## config.mk

```make
export PLATFORM = sky130hd
export DESIGN_NAME = bcd2f32
export DESIGN_NICKNAME = d
export VERILOG_FILES = /design/src/rtl/bcd2f32.sv
export SDC_FILE = /design/constraint.sdc
export NUM_CORES = 1
export LEC_CHECK = 0
export ABC_CLOCK_PERIOD_IN_PS = 7000
export CORE_MARGIN = 10
export CORE_UTILIZATION = 45
export DETAILED_ROUTE_END_ITERATION = 8
export PLACE_DENSITY = 0.74
export SYNTH_ARGS = -nofsm -noshare
export SYNTH_HDL_FRONTEND = slang
export SYNTH_SLANG_ARGS = --single-unit
```

## constraint.sdc

```tcl
create_clock -name clk -period 7 [get_ports clk]
set_input_delay 0.7 -clock clk [delete_from_list [all_inputs] [get_ports clk]]
set_output_delay 0.7 -clock clk [all_outputs]
set_load 0.02 [all_outputs]
```

## src/rtl/bcd2f32.sv

```systemverilog
// bcd2f32: sequential signed fixed-point BCD to float32 converter.
// Integer digits are folded binary MSB-first, fraction digits are turned into
// binary by repeated decimal doubling, then the value is normalised and rounded
// to nearest-even.
module bcd2f32 #(
   parameter int unsigned DIGITS = 10,
   parameter int unsigned RADIX  = 8,
   parameter int unsigned FBITS  = 56
) (
   input  logic                  clk,
   input  logic                  reset,
   input  logic                  start,
   input  logic                  sign,
   input  logic [4*DIGITS-1:0]   bcd_in,
   output logic                  ready,
   output logic                  busy,
   output logic                  done,
   output logic                  err,
   output logic [31:0]           result
);

   localparam int unsigned NI  = DIGITS - RADIX - 1;
   localparam int unsigned NIW = (NI > 0) ? NI : 1;
   localparam int unsigned VW  = 32 + FBITS;
   localparam int unsigned CW  = $clog2(FBITS + NIW + 1);
   localparam int unsigned PW  = $clog2(VW);

   typedef enum logic [2:0] {
      S_IDLE,
      S_INT,
      S_FRAC,
      S_NORM,
      S_ROUND,
      S_DONE
   } state_t;

   state_t              r_state;
   state_t              w_next;

   logic [4*NIW-1:0]    r_int_bcd;
   logic [4*RADIX-1:0]  r_frac_bcd;
   logic [31:0]         r_iacc;
   logic [FBITS-1:0]    r_facc;
   logic [CW-1:0]       r_cnt;
   logic                r_sign;
   logic                r_zero;
   logic [VW-1:0]       r_norm;
   logic [7:0]          r_exp;
   logic [31:0]         r_result;
   logic                r_err;

   logic                w_bad;
   logic [3:0]          w_dig;
   logic [31:0]         w_iacc_next;
   logic [4*RADIX-1:0]  w_frac_dbl;
   logic                w_frac_carry;
   logic [4:0]          w_t;
   logic                w_c;
   logic [VW-1:0]       w_v;
   logic                w_vz;
   logic [PW-1:0]       w_p;
   logic [PW-1:0]       w_sh;
   logic [22:0]         w_mant;
   logic                w_g;
   logic                w_s;
   logic                w_up;
   logic [23:0]         w_msum;
   logic [7:0]          w_exp_f;

   // Flag any digit outside 0..9, skipping the separator slot
   always_comb begin
      w_bad = 1'b0;
      for (int unsigned i = 0; i < DIGITS; i++) begin
         if (i != RADIX && bcd_in[4*i +: 4] > 4'd9) begin
            w_bad = 1'b1;
         end
      end
   end

   // Integer fold: iacc*10 + next digit
   always_comb begin
      w_dig       = r_int_bcd[4*NIW-1 -: 4];
      w_iacc_next = (r_iacc << 3) + (r_iacc << 1) + {28'd0, w_dig};
   end

   // Decimal doubling of the fraction digits; the carry out of the top
   // fraction digit is the next binary fraction bit
   always_comb begin
      w_frac_dbl = '0;
      w_t        = '0;
      w_c        = 1'b0;
      for (int unsigned i = 0; i < RADIX; i++) begin
         w_t = {r_frac_bcd[4*i +: 4], 1'b0} + {4'd0, w_c};
         if (w_t >= 5'd10) begin
            w_frac_dbl[4*i +: 4] = w_t[3:0] + 4'd6;
            w_c                  = 1'b1;
         end else begin
            w_frac_dbl[4*i +: 4] = w_t[3:0];
            w_c                  = 1'b0;
         end
      end
      w_frac_carry = w_c;
   end

   // Leading-one detect over the fixed-point value
   always_comb begin
      w_v  = {r_iacc, r_facc};
      w_vz = (w_v == '0);
      w_p  = '0;
      for (int unsigned i = 0; i < VW; i++) begin
         if (w_v[i]) begin
            w_p = PW'(i);
         end
      end
      w_sh = PW'(VW - 1) - w_p;
   end

   // Round-to-nearest-even on the normalised value
   always_comb begin
      w_mant  = r_norm[VW-2 -: 23];
      w_g     = r_norm[VW-25];
      w_s     = |r_norm[VW-26:0];
      w_up    = w_g & (w_s | w_mant[0]);
      w_msum  = {1'b0, w_mant} + {23'd0, w_up};
      w_exp_f = r_exp + {7'd0, w_msum[23]};
   end

   // State register
   always_ff @(posedge clk) begin
      if (reset) begin
         r_state <= S_IDLE;
      end else begin
         r_state <= w_next;
      end
   end

   // Next-state and handshake outputs
   always_comb begin
      w_next = r_state;
      ready  = 1'b0;
      busy   = 1'b0;
      done   = 1'b0;
      case (r_state)
         S_IDLE: begin
            ready = 1'b1;
            if (start) begin
               if (w_bad) begin
                  w_next = S_DONE;
               end else if (NI > 0) begin
                  w_next = S_INT;
               end else begin
                  w_next = S_FRAC;
               end
            end
         end
         S_INT: begin
            busy = 1'b1;
            if (r_cnt == CW'(NIW - 1)) begin
               w_next = S_FRAC;
            end
         end
         S_FRAC: begin
            busy = 1'b1;
            if (r_cnt == CW'(FBITS - 1)) begin
               w_next = S_NORM;
            end
         end
         S_NORM: begin
            busy   = 1'b1;
            w_next = S_ROUND;
         end
         S_ROUND: begin
            busy   = 1'b1;
            w_next = S_DONE;
         end
         S_DONE: begin
            ready  = 1'b1;
            done   = 1'b1;
            w_next = S_IDLE;
         end
         default: w_next = S_IDLE;
      endcase
   end

   // Datapath registers
   always_ff @(posedge clk) begin
      if (reset) begin
         r_int_bcd  <= '0;
         r_frac_bcd <= '0;
         r_iacc     <= '0;
         r_facc     <= '0;
         r_cnt      <= '0;
         r_sign     <= 1'b0;
         r_zero     <= 1'b0;
         r_norm     <= '0;
         r_exp      <= '0;
         r_result   <= '0;
         r_err      <= 1'b0;
      end else begin
         case (r_state)
            S_IDLE: begin
               if (start) begin
                  r_sign     <= sign;
                  r_int_bcd  <= bcd_in[4*DIGITS-1 -: 4*NIW];
                  r_frac_bcd <= bcd_in[4*RADIX-1:0];
                  r_iacc     <= '0;
                  r_facc     <= '0;
                  r_cnt      <= '0;
                  if (w_bad) begin
                     r_err    <= 1'b1;
                     r_result <= 32'h7FC0_0000;
                  end
               end
            end
            S_INT: begin
               r_iacc    <= w_iacc_next;
               r_int_bcd <= r_int_bcd << 4;
               if (r_cnt == CW'(NIW - 1)) begin
                  r_cnt <= '0;
               end else begin
                  r_cnt <= r_cnt + 1'b1;
               end
            end
            S_FRAC: begin
               r_frac_bcd <= w_frac_dbl;
               r_facc     <= {r_facc[FBITS-2:0], w_frac_carry};
               r_cnt      <= r_cnt + 1'b1;
            end
            S_NORM: begin
               r_zero <= w_vz;
               r_norm <= w_v << w_sh;
               r_exp  <= 8'(int'(w_p) + 127 - int'(FBITS));
            end
            S_ROUND: begin
               r_err <= 1'b0;
               if (r_zero) begin
                  r_result <= {r_sign, 31'd0};
               end else begin
                  r_result <= {r_sign, w_exp_f, w_msum[22:0]};
               end
            end
            default: ;
         endcase
      end
   end

   assign result = r_result;
   assign err    = r_err;

endmodule

```

Word-level counts from Yosys, hierarchy flattened

Cells that the tools add are included.

Flip-flop bits (word level): 263
Bits of input ports: 44
Output and inout port bits: 36
Logic and storage cells: 219

Add/subtract/negate cells: 23
Magnitude comparators: 17
Eq/ne operators: 10
Shift-type cells: 1
Mux-type cells: 138
Bitwise logic cells: 2
Reductions and logical operators: 16

Operators with widths:

| operator                                            | number |
|---|---|
| two-way mux 7 bit                                   | 86 |
| one-hot mux 32 bit (2 select lines)                 | 3 |
| two-way mux 32 bit                                  | 4 |
| one-hot mux 56 bit (2 select lines)                 | 1 |
| zero test 88 bit                                    | 1 |
| << shifter 88 x 7 -> 87 bit                         | 1 |
| OR reduction 63 bit                                 | 1 |
| two-way mux 56 bit                                  | 1 |
| >= comparator 5 x 4 -> 1 bit, second input constant | 8 |
| > comparator 4 bit, second input constant           | 9 |
| two-way mux 4 bit                                   | 9 |
| adder 5 x 1 -> 5 bit                                | 7 |
| adder 32 bit                                        | 1 |
| adder 32 x 4 -> 32 bit                              | 1 |
| adder 4 x 3 -> 4 bit, second input constant         | 8 |
| two-way mux 31 bit                                  | 1 |
| adder 23 x 1 -> 24 bit                              | 1 |
| two-way mux 1 bit                                   | 23 |
| one-hot mux 6 bit (3 select lines)                  | 1 |
| one-hot mux 3 bit (5 select lines)                  | 1 |
| two-way mux 3 bit                                   | 4 |
| two-way mux 6 bit                                   | 2 |
| adder 7 x 7 -> 8 bit, second input constant         | 1 |
| adder 8 x 1 -> 8 bit                                | 1 |
| 20 further kinds                                    | 31 |

Depth between registers and ports, before layout

Gate-level depths: netlist of the first run.

Depth in word-level cells: 89
Mapped depth: 18
Mapped depth without buffers: 15

Worst setup path after synthesis of the first run

No wires, ideal clock.

Kind: reg-to-reg
From: reg r_facc[36]
To: reg r_norm[82]
Setup time: 127 ps
Arrival time: 4,629 ps
Data required time: 6,873 ps
Path slack: 2,244 ps
Stages on the path, launching flop included: 17
Buffers on the path: 6
Period minus slack after synthesis: 4,756 ps
Path through: dfxtp_1 -> clkbuf_1 -> or4_1 -> o211a_1 -> a211oi_1 -> o21ai_1 -> inv_1 -> buf_2 -> clkbuf_1 -> buf_1 -> ha_1 -> inv_1 -> clkbuf_1 -> clkbuf_1 -> mux4_2 -> a221oi_1 -> o21ai_1

Word-level cells in the longest chain between the ends: 54

RTL lines:

| what                             | RTL line | RTL |
|---|---|---|
| from (decl)                      | 43       | `logic [FBITS-1:0] r_facc;` |
| from (signal assigned)           | 226      | `r_facc <= {r_facc[FBITS-2:0], w_frac_carry};` |
| two-way mux 7 bit (52 in series) | 111      | `if (w_v[i]) begin` |
| subtractor 7 bit                 | 115      | `w_sh = PW'(VW - 1) - w_p;` |
| << shifter 88 x 7 -> 87 bit (*)  | 231      | `r_norm <= w_v << w_sh;` |
| to (signal assigned)             | 231      |  |
| to (decl)                        | 47       | `logic [VW-1:0] r_norm;` |

Mark *: on every way between the ends. The rest lies on a longest branch, timed or not.
A chain may end at the register's enable or synchronous reset.

Final worst setup path of the first run

From: reg r_iacc[28]
To: reg r_norm[84]

Word-level cells in the longest chain between the ends: 6

RTL lines:

| what                            | RTL line | RTL |
|---|---|---|
| from (decl)                     | 42       | `logic [31:0] r_iacc;` |
| from (signal assigned)          | 216      | `r_iacc <= w_iacc_next;` |
| two-way mux 7 bit (4 in series) | 111      |  |
| subtractor 7 bit                | 115      |  |
| << shifter 88 x 7 -> 87 bit (*) | 231      |  |

Marked as above.

==> results of run 1 <==
[flip-flops by register name, summed over array words and instances (netlist names)]
name	cells
result	32
r_state	3
err	1
r_frac_bcd	32
r_sign	1
r_facc	56
r_exp	8
r_zero	1
r_iacc	32
r_norm	87
r_int_bcd	4
r_cnt	6
[final cells by class]
cell class	instances	area share [%]
well taps	592	3.37
flip-flops and latches	263	24.0
clock buffers	38	3.68
clock inverters	12	0.769
repair buffers	117	4.86
inverters	58	0.996
multi-input cells	2040	62.4
[worst min path at each step]
stage,slack (ps),cells after the start,end
floorplan,420,2,r_norm[34]
CTS,450,2,r_norm[28]
global placement,440,2,r_norm[49]
detailed placement,440,2,r_norm[28]
finish,460,2,r_norm[27]
global route,480,2,r_int_bcd[0]
[metrics by stage]
step           utilization [%]  std cells  cell area [µm²]  hold slack, ps  total power, µW
6_report                  49.8       3120            22000             455             6040
5_1_grt                   49.8       3120            22000             478             6300
4_1_cts                   49.8       3120            22000             453             5980
3_5_place_dp              47.6       3070            21000             445             4380
3_3_place_gp              47.6       3070            21000             438             4330
2_1_floorplan                -       2579            20000             421             3560
[power by group]
part	internal [µW]	switching (µW)	total, µW
sequential	1630	155	1790
combinational	840	1810	2650
clock	953	650	1600
[layer usage]
layer	share of wire, %	wire length (µm)	global-route usage (%)
met1	44	31500	35.8
met2	44	32200	40.3
met4	3.6	2570	9.27
met3	8.5	6180	3.95
met5	0	0	0
[Yosys cell counts (all sizes together) (9+ instances only)]
cell type	n	area, µm²
a211o	10	87.6
a211oi	36	280
a21boi	13	97.6
a21o	26	195
a21oi	129	646
a221oi	24	223
a22o	12	105
a22oi	149	1120
a2bb2oi	10	87.6
a311oi	28	245
a31oi	25	156
a32oi	22	211
and2	41	256
and3	31	194
buf	64	358
clkbuf	154	578
dfxtp	263	5270
ha	75	938
inv	57	214
mux2	30	338
mux2i	126	1280
mux4	18	405
nand2	204	773
nand2b	20	125
nand3	133	671
nand4	21	131
nor2	311	1170
nor2b	18	113
nor3	49	245
nor4	51	325
o2111ai	9	78.8
o211a	9	90.1
o211ai	26	200
o21a	14	105
o21ai	133	673
o221ai	14	123
o22ai	12	75.1
o31ai	11	82.6
or2	9	56.3
or4	10	82.6
xnor2	46	403
xor2	26	228
[critical path, cell delays in order (launching register included)]
cell,delay (ps)
dfxtp_1,410
nor4_1,1010
and2_1,400
a21boi_0,350
o21ai_4,120
inv_2,180
buf_4,560
nand2_1,360
o22a_1,330
a32oi_1,690
o221ai_1,330
o2111a_1,220
[cells by family after synthesis]
group / synth area share (%)
fa+ha+maj: 4.89
buf+inv: 5.76
xor+xnor: 3.15
compound gates: 27.9
flops: 26.3
simple gates: 21.9
mux: 10.1
==> metrics.md, run 1 <==
| Metric | Value |
|---|---|
| Crit path from | r_iacc[28] |
| Routed wire length | about 72 mm |
| Hpwl dp | 53.6 mm |
| Max clock buf depth | 3 |
| Clk_skew | approximately 15 ps |
| Synth Cell Area | 0.0200 mm² |
| Root Buffer | clkbuf_16 |
| Area growth, synth to finish | 9.73% |
| Cell Rows | between 70 and 80 |
| Final-report hold violation count | 0 |
| Type of the worst setup path | reg -> reg |
| Register area share after synthesis | 26.3% |
| CP arrival | approximately 5600 ps |
| Post-Synthesis Cells | ~2600 |
| Proportion of layout cells with a drive suffix above 1 | under 10% |
| Cts bufs inserted | 29 |
| I/O pins | 80 |
| Clk slew on worst S/H paths | ~60 ps |
| First-pass GRT wire length | ~110 mm |
| Status | complete, no violations |
| RR Startpoint | r_iacc[28] |
| Number of nets in the layout | between 2000 and 3000 |
| Vias in the first global route | 18900 |
| Post-synth EDFFs | 0 |
| # DRC | 0 |
| Port Buf Inserts | 75 |
| Post-synth cell types | 94 |
| Iter 0 DRT Violations | between 2000 and 3000 |
| Routed Antenna Nets | 0 |
| CP Max Fanout | 52 |
| Max-Cap Viols | 0 |
| Syn_nets | 2700 |
| PwrDens | between 200 and 300 mW/mm² |
| GP Congestion | just over 1 |
| Initial antenna violation count | 1 |
| R2R Path End | r_norm[84] |
| Multi-input logic area | ~0.014 mm² |
| RSZ-0062 raised after global routing | no |
| Post CTS Setup Buffer Count | 0 |
| Hold_sp | r_norm[27] |
| Max Slew Vio Count | 0 |
| DP Worst Slack | 2020 ps |
| Number of inserted diodes | 0 |
| Worst setup EP type | flip-flop |
| DIE AREA | 0.0533 mm² |
| Worst Path Required | 7460 ps |
| Post-route clock period utilization | approximately three quarters |
| Reg area | around 0.0053 mm² |
| Yosys Warn Count | 0 |
| Post-CTS sizing | 0 |
| Final setup fails | 0 |
| Die X | around 230 µm |
| Final setup TNS | 0 ps |
| Peak Freq | between 0.15 and 0.2 GHz |
| Worst R2R Setup Slack | between 1500 and 2000 ps |
| Core area | between 0.04 and 0.05 mm² |
| Most used DFF post-synth | dfxtp_1 |
| # clock sinks | about 260 |
| Final WS setup | between 1500 and 2000 ps |
| Commonest cells after routing, fill and taps aside | nor2_1 (307), dfxtp_1 (263), nand2_1 (203) |
| Starting Density | a little under half |
| Avg WL per Cell | roughly 23 µm |
| Crit path to | r_norm[84] |
| Worst slew pin tran | around 1200 ps |
| 1st-pass router iterations | 6 |
| Pin count of the biggest net entering global routing | between 70 and 80 |
| Worst Setup Start Kind | flip-flop |
| Post-Syn Area per Cell | 7.77 µm² |
| Clock latency at the later pin of the worst-skew pair | 580 ps |
| Filler cells | roughly 4300 |
| DR vias/cell | approximately 6.6 |
| CTS Hold Bufs | 0 |
| Async SR Flop Fraction | 0% |
| Reg2reg path depth | 11 |
| Leak Pwr | 0.00834 µW |
| Overflow after GRT | 0 |
| #FFs+latches synth | between 200 and 300 |
| CTS tree | yes |
| Worst slew margin | between 10% and 20% |
| Post-route minimum period | around 5100 ps |
| VDD IR max | between 150 and 200 µV |
| Gr usage total | between 20% and 30% |
| Vert. Die Dim | between 200 and 250 µm |
| DR vias | 20600 |
| Commonest non-fill, non-tap cell in the layout | nor2_1 |
| H-tree Lvls | 1 |
| Hold Crit Class | reg -> reg |
Note: power is estimated with default switching activity, not from simulation.
==> run 2, diff against run 1 <==
- ABC_CLOCK_PERIOD_IN_PS: 7000 -> 4950
- clock period: 7 -> 4.95 ns (I/O delays scaled with it)
==> metrics.md, run 2 (synthesis results as in run 1) <==
| Metric | Value |
|---|---|
| Status | complete, no violations |
| P_int | 4940 µW |
| Clock latency at the later pin of the worst-skew pair | around 590 ps |
| Final setup TNS | 0 ps |
| Cell Rows | 77 |
| # DRC | 0 |
| Proportion of layout cells with a drive suffix above 1 | under 10% |
| Post-route clock period utilization | a little over nine tenths |
| Utilization after layout | about half |
| Clk slew on worst S/H paths | ~60 ps |
| Max clock buf depth | 3 |
| Inst Count DP | 3117 |
| Comb pwr share | about 45% |
| Post CTS Setup Buffer Count | 0 |
| Root Buffer | clkbuf_16 |
| Crit path to | r_norm[2] |
| 1st-pass router iterations | 6 |
| Crit path from | r_facc[18] |
| Largest regs | r_norm (87), r_facc (56) |
| CP arrival | ~5200 ps |
| I/O pins | 80 |
| Final Instance Count excl. Fillers | approximately 3200 |
| Hold Crit Class | in -> reg |
| Max Slew Vio Count | 0 |
| Number of inserted diodes | 0 |
| # clock sinks | about 260 |
| VDD IR max | approximately 290 µV |
| Gr usage total | between 20% and 30% |
| Port Buf Inserts | between 70 and 80 |
| Worst Setup Start Kind | flip-flop |
| Leak Pwr | 0.00861 µW |
| Clock power frac | a little over a quarter |
| DP Worst Slack | between 300 and 400 ps |
| Switching share of total power | between 40% and 50% |
| R2R Path End | r_norm[2] |
| Largest Register | r_norm |
| Final-report hold violation count | 0 |
| PwrDens | approximately 400 mW/mm² |
| DR vias/cell | 6.61 |
| Reg2reg path depth | 13 |
| Sequential Power Share | 28.9% |
| CP Max Fanout | 67 |
| Avg WL per Cell | approximately 24 µm |
| First-pass GRT wire length | 114 mm |
| CTS tree | yes |
| Vias in the first global route | between 15000 and 20000 |
| Max-Cap Viols | 0 |
| Area growth, synth to finish | 11.8% |
| Iter 0 DRT Violations | ~2800 |
| Initial antenna violation count | 0 |
| Post-CTS sizing | 0 |
| Max reg flops | 87 |
| Worst Path Required | around 5500 ps |
| Core area | roughly 0.044 mm² |
| Routed Antenna Nets | 0 |
| Commonest non-fill, non-tap cell in the layout | nor2_1 |
| Worst R2R Setup Slack | around 220 ps |
| Peak Freq | between 0.2 and 0.25 GHz |
| H-tree Lvls | 1 |
| RSZ-0062 raised after global routing | no |
| Die X | between 200 and 250 µm |
| RR Startpoint | r_facc[18] |
| Clk_skew | 12.4 ps |
| Worst slew margin | slightly below 20% |
| Worst setup EP type | flip-flop |
| Post-route minimum period | around 4700 ps |
| Worst slew pin tran | about 1200 ps |
| Overflow after GRT | 0 |
| Final setup fails | 0 |
| Starting Density | roughly 45% |
| DR vias | roughly 21000 |
| Type of the worst setup path | reg -> reg |
| Final WS setup | 223 ps |
| CTS Hold Bufs | 0 |
| Number of nets in the layout | 2678 |
| Vert. Die Dim | roughly 230 µm |
| GP Congestion | between 1 and 1.5 |
| DIE AREA | roughly 0.053 mm² |
| Cts bufs inserted | 30 |
| Switching pwr | around 3800 µW |
| Total power | just under 9000 µW |
| Commonest cells after routing, fill and taps aside | nor2_1 (307), dfxtp_1 (263), nand2_1 (203) |
| Pin count of the biggest net entering global routing | 84 |
| Routed wire length | around 75 mm |
| Hpwl dp | 55.6 mm |
[run 2: worst min-delay path by stage]
stage | startpoint | slack [ps] | endpoint | depth (start not counted)
after floorplan | r_norm[34] | 420 | r_norm[34] | 2
after global placement | r_norm[26] | 440 | r_norm[26] | 2
after detailed placement | r_norm[26] | 450 | r_norm[26] | 2
after CTS | reset | 360 | result[21] | 2
after global routing | reset | 390 | r_frac_bcd[4] | 2
final | reset | 370 | r_frac_bcd[24] | 2
[run 2: through the flow]
step	cell area [µm²]	hold slack [ps]
global placement	21400	441
floorplan	20000	421
CTS	22400	357
global route	22400	394
finish	22400	373
detailed placement	21400	445
[run 2: power groups by stage]
stage,logic (µW),clock network (µW),registers [µW]
2_1_floorplan,2520,0,2520
3_3_place_gp,3720,0,2540
3_5_place_dp,3780,0,2560
4_1_cts,3790,2330,2510
5_1_grt,4120,2400,2540
6_report,3890,2300,2520
[run 2: layout make-up]
| class | count | area (µm²) |
|---|---|---|
| clock buffer | 42 | 866 |
| clock inverter | 8 | 130 |
| fill | 4304 | 21700 |
| inverter | 58 | 219 |
| multi-input combinational | 2040 | 13700 |
| sequential | 263 | 5270 |
| tap | 592 | 741 |
| timing repair buffer | 164 | 1480 |
[run 2: metal layers]
metal  wire length, µm  track usage, %  vias up
met2             33000            41.3     1012
met1             32100            36.0    10100
met4              2630            9.29        0
li1                  -               -     9647
met3              6990            4.94      154
met5                 0               0        -
[run 2: worst max-delay path, stage by stage, from the launching register on]
cell      delay (ps)
dfxtp_1          370
nor4_1           680
nand4_1          540
nor2b_1          290
o211ai_1         350
nand2_1          150
ha_2             380
buf_12           300
nand2_1          160
nor2_1           590
nand2_1          310
nor2_1           300
a22oi_1          120
nor2_1           120
